==> src/rtl/pipe_stage_skid.sv <==
// Pipeline stage register with a two-entry skid buffer so the upstream ready is registered.
// Carries payload, bubble-cleared control, merged exception cause and delay-slot flag.
module pipe_stage_skid #(
    parameter int                    DATA_W      = 64,
    parameter int                    CTRL_W      = 16,
    parameter logic [CTRL_W-1:0]     CTRL_BUBBLE = {CTRL_W{1'b0}},
    parameter int                    CAUSE_W     = 5,
    parameter logic [CAUSE_W-1:0]    CAUSE_NONE  = 5'h1f,
    parameter logic [CAUSE_W-1:0]    CAUSE_ADEL  = 5'h04,
    parameter logic [CAUSE_W-1:0]    CAUSE_ADES  = 5'h05
) (
    input  logic                clk,
    input  logic                reset,
    input  logic                i_flush,
    input  logic                i_valid,
    output logic                o_ready,
    input  logic [DATA_W-1:0]   i_data,
    input  logic [CTRL_W-1:0]   i_ctrl,
    input  logic [CAUSE_W-1:0]  i_cause,
    input  logic                i_bad_addr,
    input  logic                i_dmem_we,
    input  logic                i_is_branch,
    output logic                o_valid,
    input  logic                i_ready,
    output logic [DATA_W-1:0]   o_data,
    output logic [CTRL_W-1:0]   o_ctrl,
    output logic [CAUSE_W-1:0]  o_cause,
    output logic                o_in_delay_slot
);

    // state    | meaning
    // ST_EMPTY | main invalid, skid invalid
    // ST_ONE   | main valid, skid invalid
    // ST_FULL  | main and skid valid, upstream stalled
    typedef enum logic [1:0] {
        ST_EMPTY = 2'd0,
        ST_ONE   = 2'd1,
        ST_FULL  = 2'd2
    } state_t;

    state_t state_q, state_d;
    logic   ready_q;
    logic   last_br_q;

    logic                main_ds_q,  skid_ds_q;
    logic [DATA_W-1:0]   main_data_q, skid_data_q;
    logic [CTRL_W-1:0]   main_ctrl_q, skid_ctrl_q;
    logic [CAUSE_W-1:0]  main_cause_q, skid_cause_q;

    logic                accept, emit;
    logic [CAUSE_W-1:0]  in_cause;
    logic                load_main_in, load_main_skid, load_skid;

    assign accept   = i_valid & ready_q;
    assign emit     = (state_q != ST_EMPTY) & i_ready;
    assign in_cause = i_bad_addr ? (i_dmem_we ? CAUSE_ADES : CAUSE_ADEL) : i_cause;

    always_comb begin
        state_d        = state_q;
        load_main_in   = 1'b0;
        load_main_skid = 1'b0;
        load_skid      = 1'b0;
        if (i_flush) begin
            state_d = ST_EMPTY;
        end else begin
            case (state_q)
                ST_EMPTY: begin
                    if (accept) begin
                        state_d      = ST_ONE;
                        load_main_in = 1'b1;
                    end
                end
                ST_ONE: begin
                    if (accept && emit) begin
                        load_main_in = 1'b1;
                    end else if (accept) begin
                        state_d   = ST_FULL;
                        load_skid = 1'b1;
                    end else if (emit) begin
                        state_d = ST_EMPTY;
                    end
                end
                ST_FULL: begin
                    if (emit) begin
                        state_d        = ST_ONE;
                        load_main_skid = 1'b1;
                    end
                end
                default: state_d = ST_EMPTY;
            endcase
        end
    end

    always_ff @(posedge clk or posedge reset) begin
        if (reset) begin
            state_q   <= ST_EMPTY;
            ready_q   <= 1'b1;
            last_br_q <= 1'b0;
        end else begin
            state_q <= state_d;
            ready_q <= (state_d != ST_FULL);
            if (i_flush)
                last_br_q <= 1'b0;
            else if (accept)
                last_br_q <= i_is_branch;
        end
    end

    // Main entry drives the outputs; the skid only refills it, so order is preserved.
    always_ff @(posedge clk or posedge reset) begin
        if (reset) begin
            main_data_q  <= '0;
            main_ctrl_q  <= CTRL_BUBBLE;
            main_cause_q <= CAUSE_NONE;
            main_ds_q    <= 1'b0;
        end else if (load_main_in) begin
            main_data_q  <= i_data;
            main_ctrl_q  <= i_ctrl;
            main_cause_q <= in_cause;
            main_ds_q    <= last_br_q;
        end else if (load_main_skid) begin
            main_data_q  <= skid_data_q;
            main_ctrl_q  <= skid_ctrl_q;
            main_cause_q <= skid_cause_q;
            main_ds_q    <= skid_ds_q;
        end
    end

    always_ff @(posedge clk or posedge reset) begin
        if (reset) begin
            skid_data_q  <= '0;
            skid_ctrl_q  <= CTRL_BUBBLE;
            skid_cause_q <= CAUSE_NONE;
            skid_ds_q    <= 1'b0;
        end else if (load_skid) begin
            skid_data_q  <= i_data;
            skid_ctrl_q  <= i_ctrl;
            skid_cause_q <= in_cause;
            skid_ds_q    <= last_br_q;
        end
    end

    assign o_ready         = ready_q;
    assign o_valid         = (state_q != ST_EMPTY);
    assign o_data          = main_data_q;
    assign o_ctrl          = o_valid ? main_ctrl_q  : CTRL_BUBBLE;
    assign o_cause         = o_valid ? main_cause_q : CAUSE_NONE;
    assign o_in_delay_slot = o_valid & main_ds_q;

endmodule

==> config.mk <==
export PLATFORM = sky130hd
export DESIGN_NAME = pipe_stage_skid
export DESIGN_NICKNAME = d
export VERILOG_FILES = /design/src/rtl/pipe_stage_skid.sv
export SDC_FILE = /design/constraint.sdc
export NUM_CORES = 1
export LEC_CHECK = 0
export ABC_AREA = 1
export BUFFER_PORTS_ARGS = -buffer_cell sky130_fd_sc_hd__buf_2
export CORE_ASPECT_RATIO = 0.75
export CORE_MARGIN = 2
export CORE_UTILIZATION = 25
export CTS_CLUSTER_SIZE = 12
export DETAILED_ROUTE_END_ITERATION = 8
export SLEW_MARGIN = 20
export SYNTH_ARGS = -nofsm -noshare
export SYNTH_HDL_FRONTEND = slang
export SYNTH_SLANG_ARGS = --single-unit
==> constraint.sdc <==
create_clock -name clk -period 8.45 [get_ports clk]
set_input_delay 1.69 -clock clk [delete_from_list [all_inputs] [get_ports clk]]
set_output_delay 1.69 -clock clk [all_outputs]
set_load 0.05 [all_outputs]
==> reports/results.ini, run 1 <==
[status]
outcome = completed

[finish]
area_growth_pct = 22.8
most-common-layout-cells = nand3_1 (333), nand2_1 (269), buf_2 (180)
final_nets = 1167
mostFrequentLayoutCell = nand3_1
drive_gt1_frac = 0.230
fillerInstances = 3380

[floorplan]
row_count = 56
die_y_um = 157
io_pins = 181
die_x_um = 209
die_area_sq_um = 32900
start_util = 0.252
core-area_sq_um = 31100

[power]
power_frac_comb = 0.297
p_int_uw = 1800
sw_frac_of_total = 0.392
power-per-cell-area_nw_per_um2 = 308
vdd_drop_max_uv = 160
fin_total_pwr_uw = 2970
power_leakage_uw = 0.00496
p_seq_frac = 0.421
switchingPower_uw = 1160
p_clk_frac = 0.282

[global_route]
track_usage = 0.144
grt_pass1_vias = 6629
antenna_found_initial = 8
grt_pass1_wl_mm = 36.9
grt_overflow = 0
grt_max_degree = 166

[setup_path]
cp.required_ns = 6.76
r2r_cells = 6
path_max_fanout = 23
crit_arrival_ns = 1.83
critical_path_class = flip-flop to output pin
cp-end-kind = output pin
crit_path_start_kind = flip-flop

[timing]
max_slew.worst_pin.slew_ns = 1.07
setup_violations = 0
finalCritPeriodShare = 0.416
finalSetupTns_ns = 0
rsz0062_at_grt = no
hold_viol_final = 0
finalClockSkew_ns = 0.00944
drv_slew = 0
max_clock_freq_mhz = 284
period_needed_ns = 3.52
slew-limit-headroom = 0.286

[clocking]
clock-sinks = 176
cts_root_buffer = clkbuf_16
clk_pin_slew_worst_paths_ns = 0.08
post_cts_resized = 0
clk-insertion-delay-late_ns = 0.45
cts-buffers-inserted = 17
cts.htree.levels = 4
cts_tree = done
clockBufferDepth = 2
post-cts-setup-buffers = 0
hold_buffers = 0

[routing]
dr.first_iter.drc_count = 480
via_count = 6944
viasPerCell = 4.63
drtAntennaViolNets = 0
firstDrtPassIters = 5
drc = 0
finalWirelength_mm = 23.1
wire_per_inst_um = 15.4

[worst_hold_path]
min_path_cells = 2
hold_class = flip-flop to flip-flop

[synth]
ys_types = 21
syn_area_sq_um = 7850
syn_nets = 1033
yosys_warnings = 0
synth_seq_area_share = 0.563
syn_area_per_cell_sq_um = 8.35
syn_inst = 940
ys_ff_latch = 176

[place]
dp_hpwl_mm = 13.6
port_buffers = 180
gp_congestion = 0.756

[run]
drv_cap = 0

[kinds of logic (layout without fill, tap and decap cells)]
group                  count (synthesis)  after routing  synth area share
AO/OA/AOI/OAI                         12             12           0.00765
buffers and inverters                113            260            0.0644
flip-flops                           176            176             0.563
other                                  0              6                 0
AND/OR/NAND/NOR                      639            639             0.365
[flip-flops by register name (all words and copies together), names as in the netlist, 2 cells and up]
signal,count
skid_data_q,64
o_data,64
skid_cause_q,5
state_q,2
skid_ctrl_q,16
main_cause_q,5
main_ctrl_q,16
[final timing paths]
check / startpoint / to / slack [ns]
setup / recovery: state_q[0] / o_cause[0] / 4.93
hold / removal: skid_cause_q[2] / skid_cause_q[2] / 0.47
setup reg to reg: state_q[0] / main_ctrl_q[0] / 5.92
hold reg to reg: skid_cause_q[2] / skid_cause_q[2] / 0.47
max in group asynchronous: reset / skid_data_q[12] / 5.21
min in group asynchronous: reset / skid_data_q[44] / 1.38
[worst max-delay path: stages, from the launching register on]
cell	delay (ns)
dfrtp_1	0.48
nor2_2	0.12
buf_4	0.30
or2_2	0.17
buf_2	0.29
[power groups by stage]
| stage | Clock, uW | Combinational [uW] | Sequential (uW) |
|---|---|---|---|
| 2_1_floorplan | 0 | 395 | 1520 |
| 3_3_place_gp | 0 | 877 | 1260 |
| 3_5_place_dp | 0 | 892 | 1260 |
| 4_1_cts | 866 | 892 | 1250 |
| 5_1_grt | 901 | 965 | 1280 |
| 6_report | 836 | 881 | 1250 |
[stage by stage]
stage               hold WS (ns)  worst slack [ns]  std cells  utilization  instance area, sq um
global route               0.483              4.74       1495        0.310                  9630
global placement           0.453              4.17       1461        0.289                  9000
detailed placement         0.455              4.19       1461        0.289                  9000
finish                     0.466              4.93       1499        0.310                  9640
CTS                        0.467              4.67       1493        0.309                  9610
floorplan                  0.442              2.00        940            -                  7850
[cells in the mapped netlist, drive strengths merged]
cell type    n  area [sq um]
clkbuf      18          67.6
clkinv       1          5.00
inv         39           146
dfstp       11           289
nor3b        1          7.51
o21ai       11          55.1
nand3      334          1680
dfrtp      165          4130
nor2        26           113
or2          6          37.5
buf         55           287
a21oi        1          5.00
nand2      272          1030
[cell type report]
class                           count  area [sq um]  area share
Tap cell                          406           508      0.0527
Multi-Input combinational cell    651          2970       0.308
Clock inverter                     15           181      0.0188
Inverter                           40           156      0.0162
Sequential cell                   176          4420       0.458
Antenna cell                        6          15.0     0.00156
Clock buffer                       17           425      0.0441
Timing Repair Buffer              188           973       0.101
[per-layer routing]
metal,vias up,global-route usage,share of wire
met5,-,0,0.00091
met4,4,0.0452,0.013
met3,21,0.0495,0.079
met2,237,0.224,0.44
met1,3305,0.190,0.47
li1,3377,-,-
No activity file was read; power rests on OpenSTA's default activity.
==> inputs of run 2 (changes only) <==
- clock period: 8.45 -> 3.1 ns (I/O delays scaled with it)
==> run 2 against run 1 <==
Compared with the run above: hold slack got worse by 0.20 ns; sequential share of layout area fell by 0.44 points; global-route usage increased by 0.11 points; design area increased by 0.97%; via count up 1.3%; sequential cell count unchanged; clock skew grew 0.00085 ns; setup slack worse by 4.2 ns; critical path depth unchanged; clock power grew to 2.7 times the previous value; combinational power rose to 2.7 times the previous value; highest routed layer unchanged; largest cell class unchanged; first-iteration DRC count up 14%.
==> reports/results.ini, run 2 (same netlist as run 1, synthesis figures left out) <==
[worst_hold_path]
hold_class = input port to async pin

[clocking]
post_cts_resized = 0  ; unchanged
clk_pin_slew_worst_paths_ns = 0.07  ; about the same
cts-buffers-inserted = 17  ; unchanged
clockBufferDepth = 2  ; unchanged
clk-insertion-delay-late_ns = 0.44  ; about the same
cts_root_buffer = clkbuf_16
post-cts-setup-buffers = 0  ; unchanged
hold_buffers = 0  ; unchanged
cts.htree.levels = 4  ; unchanged
clock-sinks = 176  ; unchanged
cts_tree = done

[finish]
mostFrequentLayoutCell = nand3_1
drive_gt1_frac = 0.233  ; +0.00331
most-common-layout-cells = nand3_1 (333), nand2_1 (269), buf_2 (180)
final_cells = 1505  ; +0.40%
area_growth_pct = 24.0
final_nets = 1173  ; +0.51%
stdcell_area_sq_um = 9740  ; +0.97%
fillerInstances = 3329  ; -1.5%

[timing]
rsz0062_at_grt = no
hold_viol_final = 0  ; unchanged
max_clock_freq_mhz = 427
drv_slew = 0  ; unchanged
fin_hold_ws_ns = 0.269  ; -0.197 ns
finalCritPeriodShare = 0.756
slew-limit-headroom = 0.319  ; +0.0339
finalSetupTns_ns = 0  ; unchanged
max_slew.worst_pin.slew_ns = 1.02  ; -0.0508 ns
setup_ws_ns = 0.756  ; -4.18 ns
period_needed_ns = 2.34
finalClockSkew_ns = 0.0103  ; +0.000847 ns
setup_violations = 0  ; unchanged

[power]
p_int_uw = 4910  ; +170%
p_clk_frac = 0.277  ; -0.005
power-per-cell-area_nw_per_um2 = 829  ; +170%
sw_frac_of_total = 0.391  ; -0.000596
power_frac_comb = 0.300  ; +0.003
power_leakage_uw = 0.00502  ; +1.2%
vdd_drop_max_uv = 418  ; +160%
switchingPower_uw = 3160  ; +170%
p_seq_frac = 0.424  ; +0.003

[setup_path]
crit_arrival_ns = 1.72  ; -0.11 ns
cp.required_ns = 2.48  ; -4.28 ns
path_max_fanout = 23  ; unchanged
cp-end-kind = output pin
critical_path_class = flip-flop to output pin
crit_path_start_kind = flip-flop

[place]
port_buffers = 180  ; unchanged
dp.cells = 1467  ; +0.41%
dp_hpwl_mm = 14.3  ; +4.8%
place_area_sq_um = 9120  ; +1.3%
place_ws_ns = 0.672  ; -3.52 ns
gp_congestion = 0.759  ; +0.42%

[routing]
drtAntennaViolNets = 0  ; unchanged
dr.first_iter.drc_count = 545  ; +14%
wire_per_inst_um = 15.6  ; +1.7%
drc = 0  ; unchanged
viasPerCell = 4.67  ; +0.85%
finalWirelength_mm = 23.6  ; +2.1%
via_count = 7031  ; +1.3%
firstDrtPassIters = 6  ; +1

[global_route]
grt_overflow = 0  ; unchanged
grt_pass1_wl_mm = 37.3  ; +1.2%
grt_max_degree = 166  ; unchanged
track_usage = 0.145  ; +0.00109
grt_pass1_vias = 6821  ; +2.9%
antenna_found_initial = 9  ; +1

[floorplan]
row_count = 56  ; unchanged
die_area_sq_um = 32900  ; unchanged
core-area_sq_um = 31100  ; unchanged
die_x_um = 209  ; unchanged
io_pins = 181  ; unchanged
die_y_um = 157  ; unchanged
start_util = 0.252  ; unchanged

[status]
outcome = completed

[run]
drv_cap = 0  ; unchanged

==> run 2: power groups by stage <==
stage	sequential (uW)	combinational [uW]	clock, uW
after floorplan	4130	1080	0
after global placement	3440	2400	0
after detailed placement	3450	2450	0
after CTS	3420	2450	2310
after global routing	3500	2660	2390
final	3420	2420	2230
==> run 2: critical path, stage by stage, from the launching register on <==
cell and delay (ns):
dfrtp_1 0.46, nor2_2 0.12, buf_4 0.29, or2_2 0.17, buf_2 0.25
==> run 2: final cells by class <==
type / instances / area, sq um / area share
clock buffers: 21 / 470 / 0.0483
clock inverters: 11 / 129 / 0.0132
inverters: 40 / 155 / 0.0159
diodes: 6 / 15.0 / 0.00154
well taps: 406 / 508 / 0.0522
multi-input cells: 651 / 2950 / 0.303
repair buffers: 194 / 1090 / 0.112
flip-flops and latches: 176 / 4420 / 0.454
==> run 2: metal layers <==
layer  global-route usage  up-vias  part of all wire  wire length [um]
met4               0.0391        6             0.013               308
met5                    0        -            0.0014                34
met2                0.231      234              0.45             10500
met3               0.0449       22             0.070              1640
met1                0.192     3386              0.47             11100
li1                     -     3383                 -                 -
==> run 2: path summary, 6_finish.rpt <==
kind                                       from              end  slack [ns]  cells past startpoint
worst max-delay path                 state_q[0]       o_cause[1]        0.76                      4
worst min-delay path                      reset   main_ctrl_q[3]        0.27                      2
worst max register to register          o_ready       o_data[33]        0.96                      6
worst min register to register  skid_data_q[27]  skid_data_q[27]        0.47                      2
max in group asynchronous                 reset       o_data[14]        1.93                      3
min in group clk                     i_data[33]  skid_data_q[33]        0.43                      3
==> run 2: stage by stage <==
stage / power (uW) / utilization
2_1_floorplan: 5210 / -
5_1_grt: 8550 / 0.313
3_5_place_dp: 5900 / 0.293
3_3_place_gp: 5850 / 0.293
4_1_cts: 8170 / 0.313
6_report: 8070 / 0.313
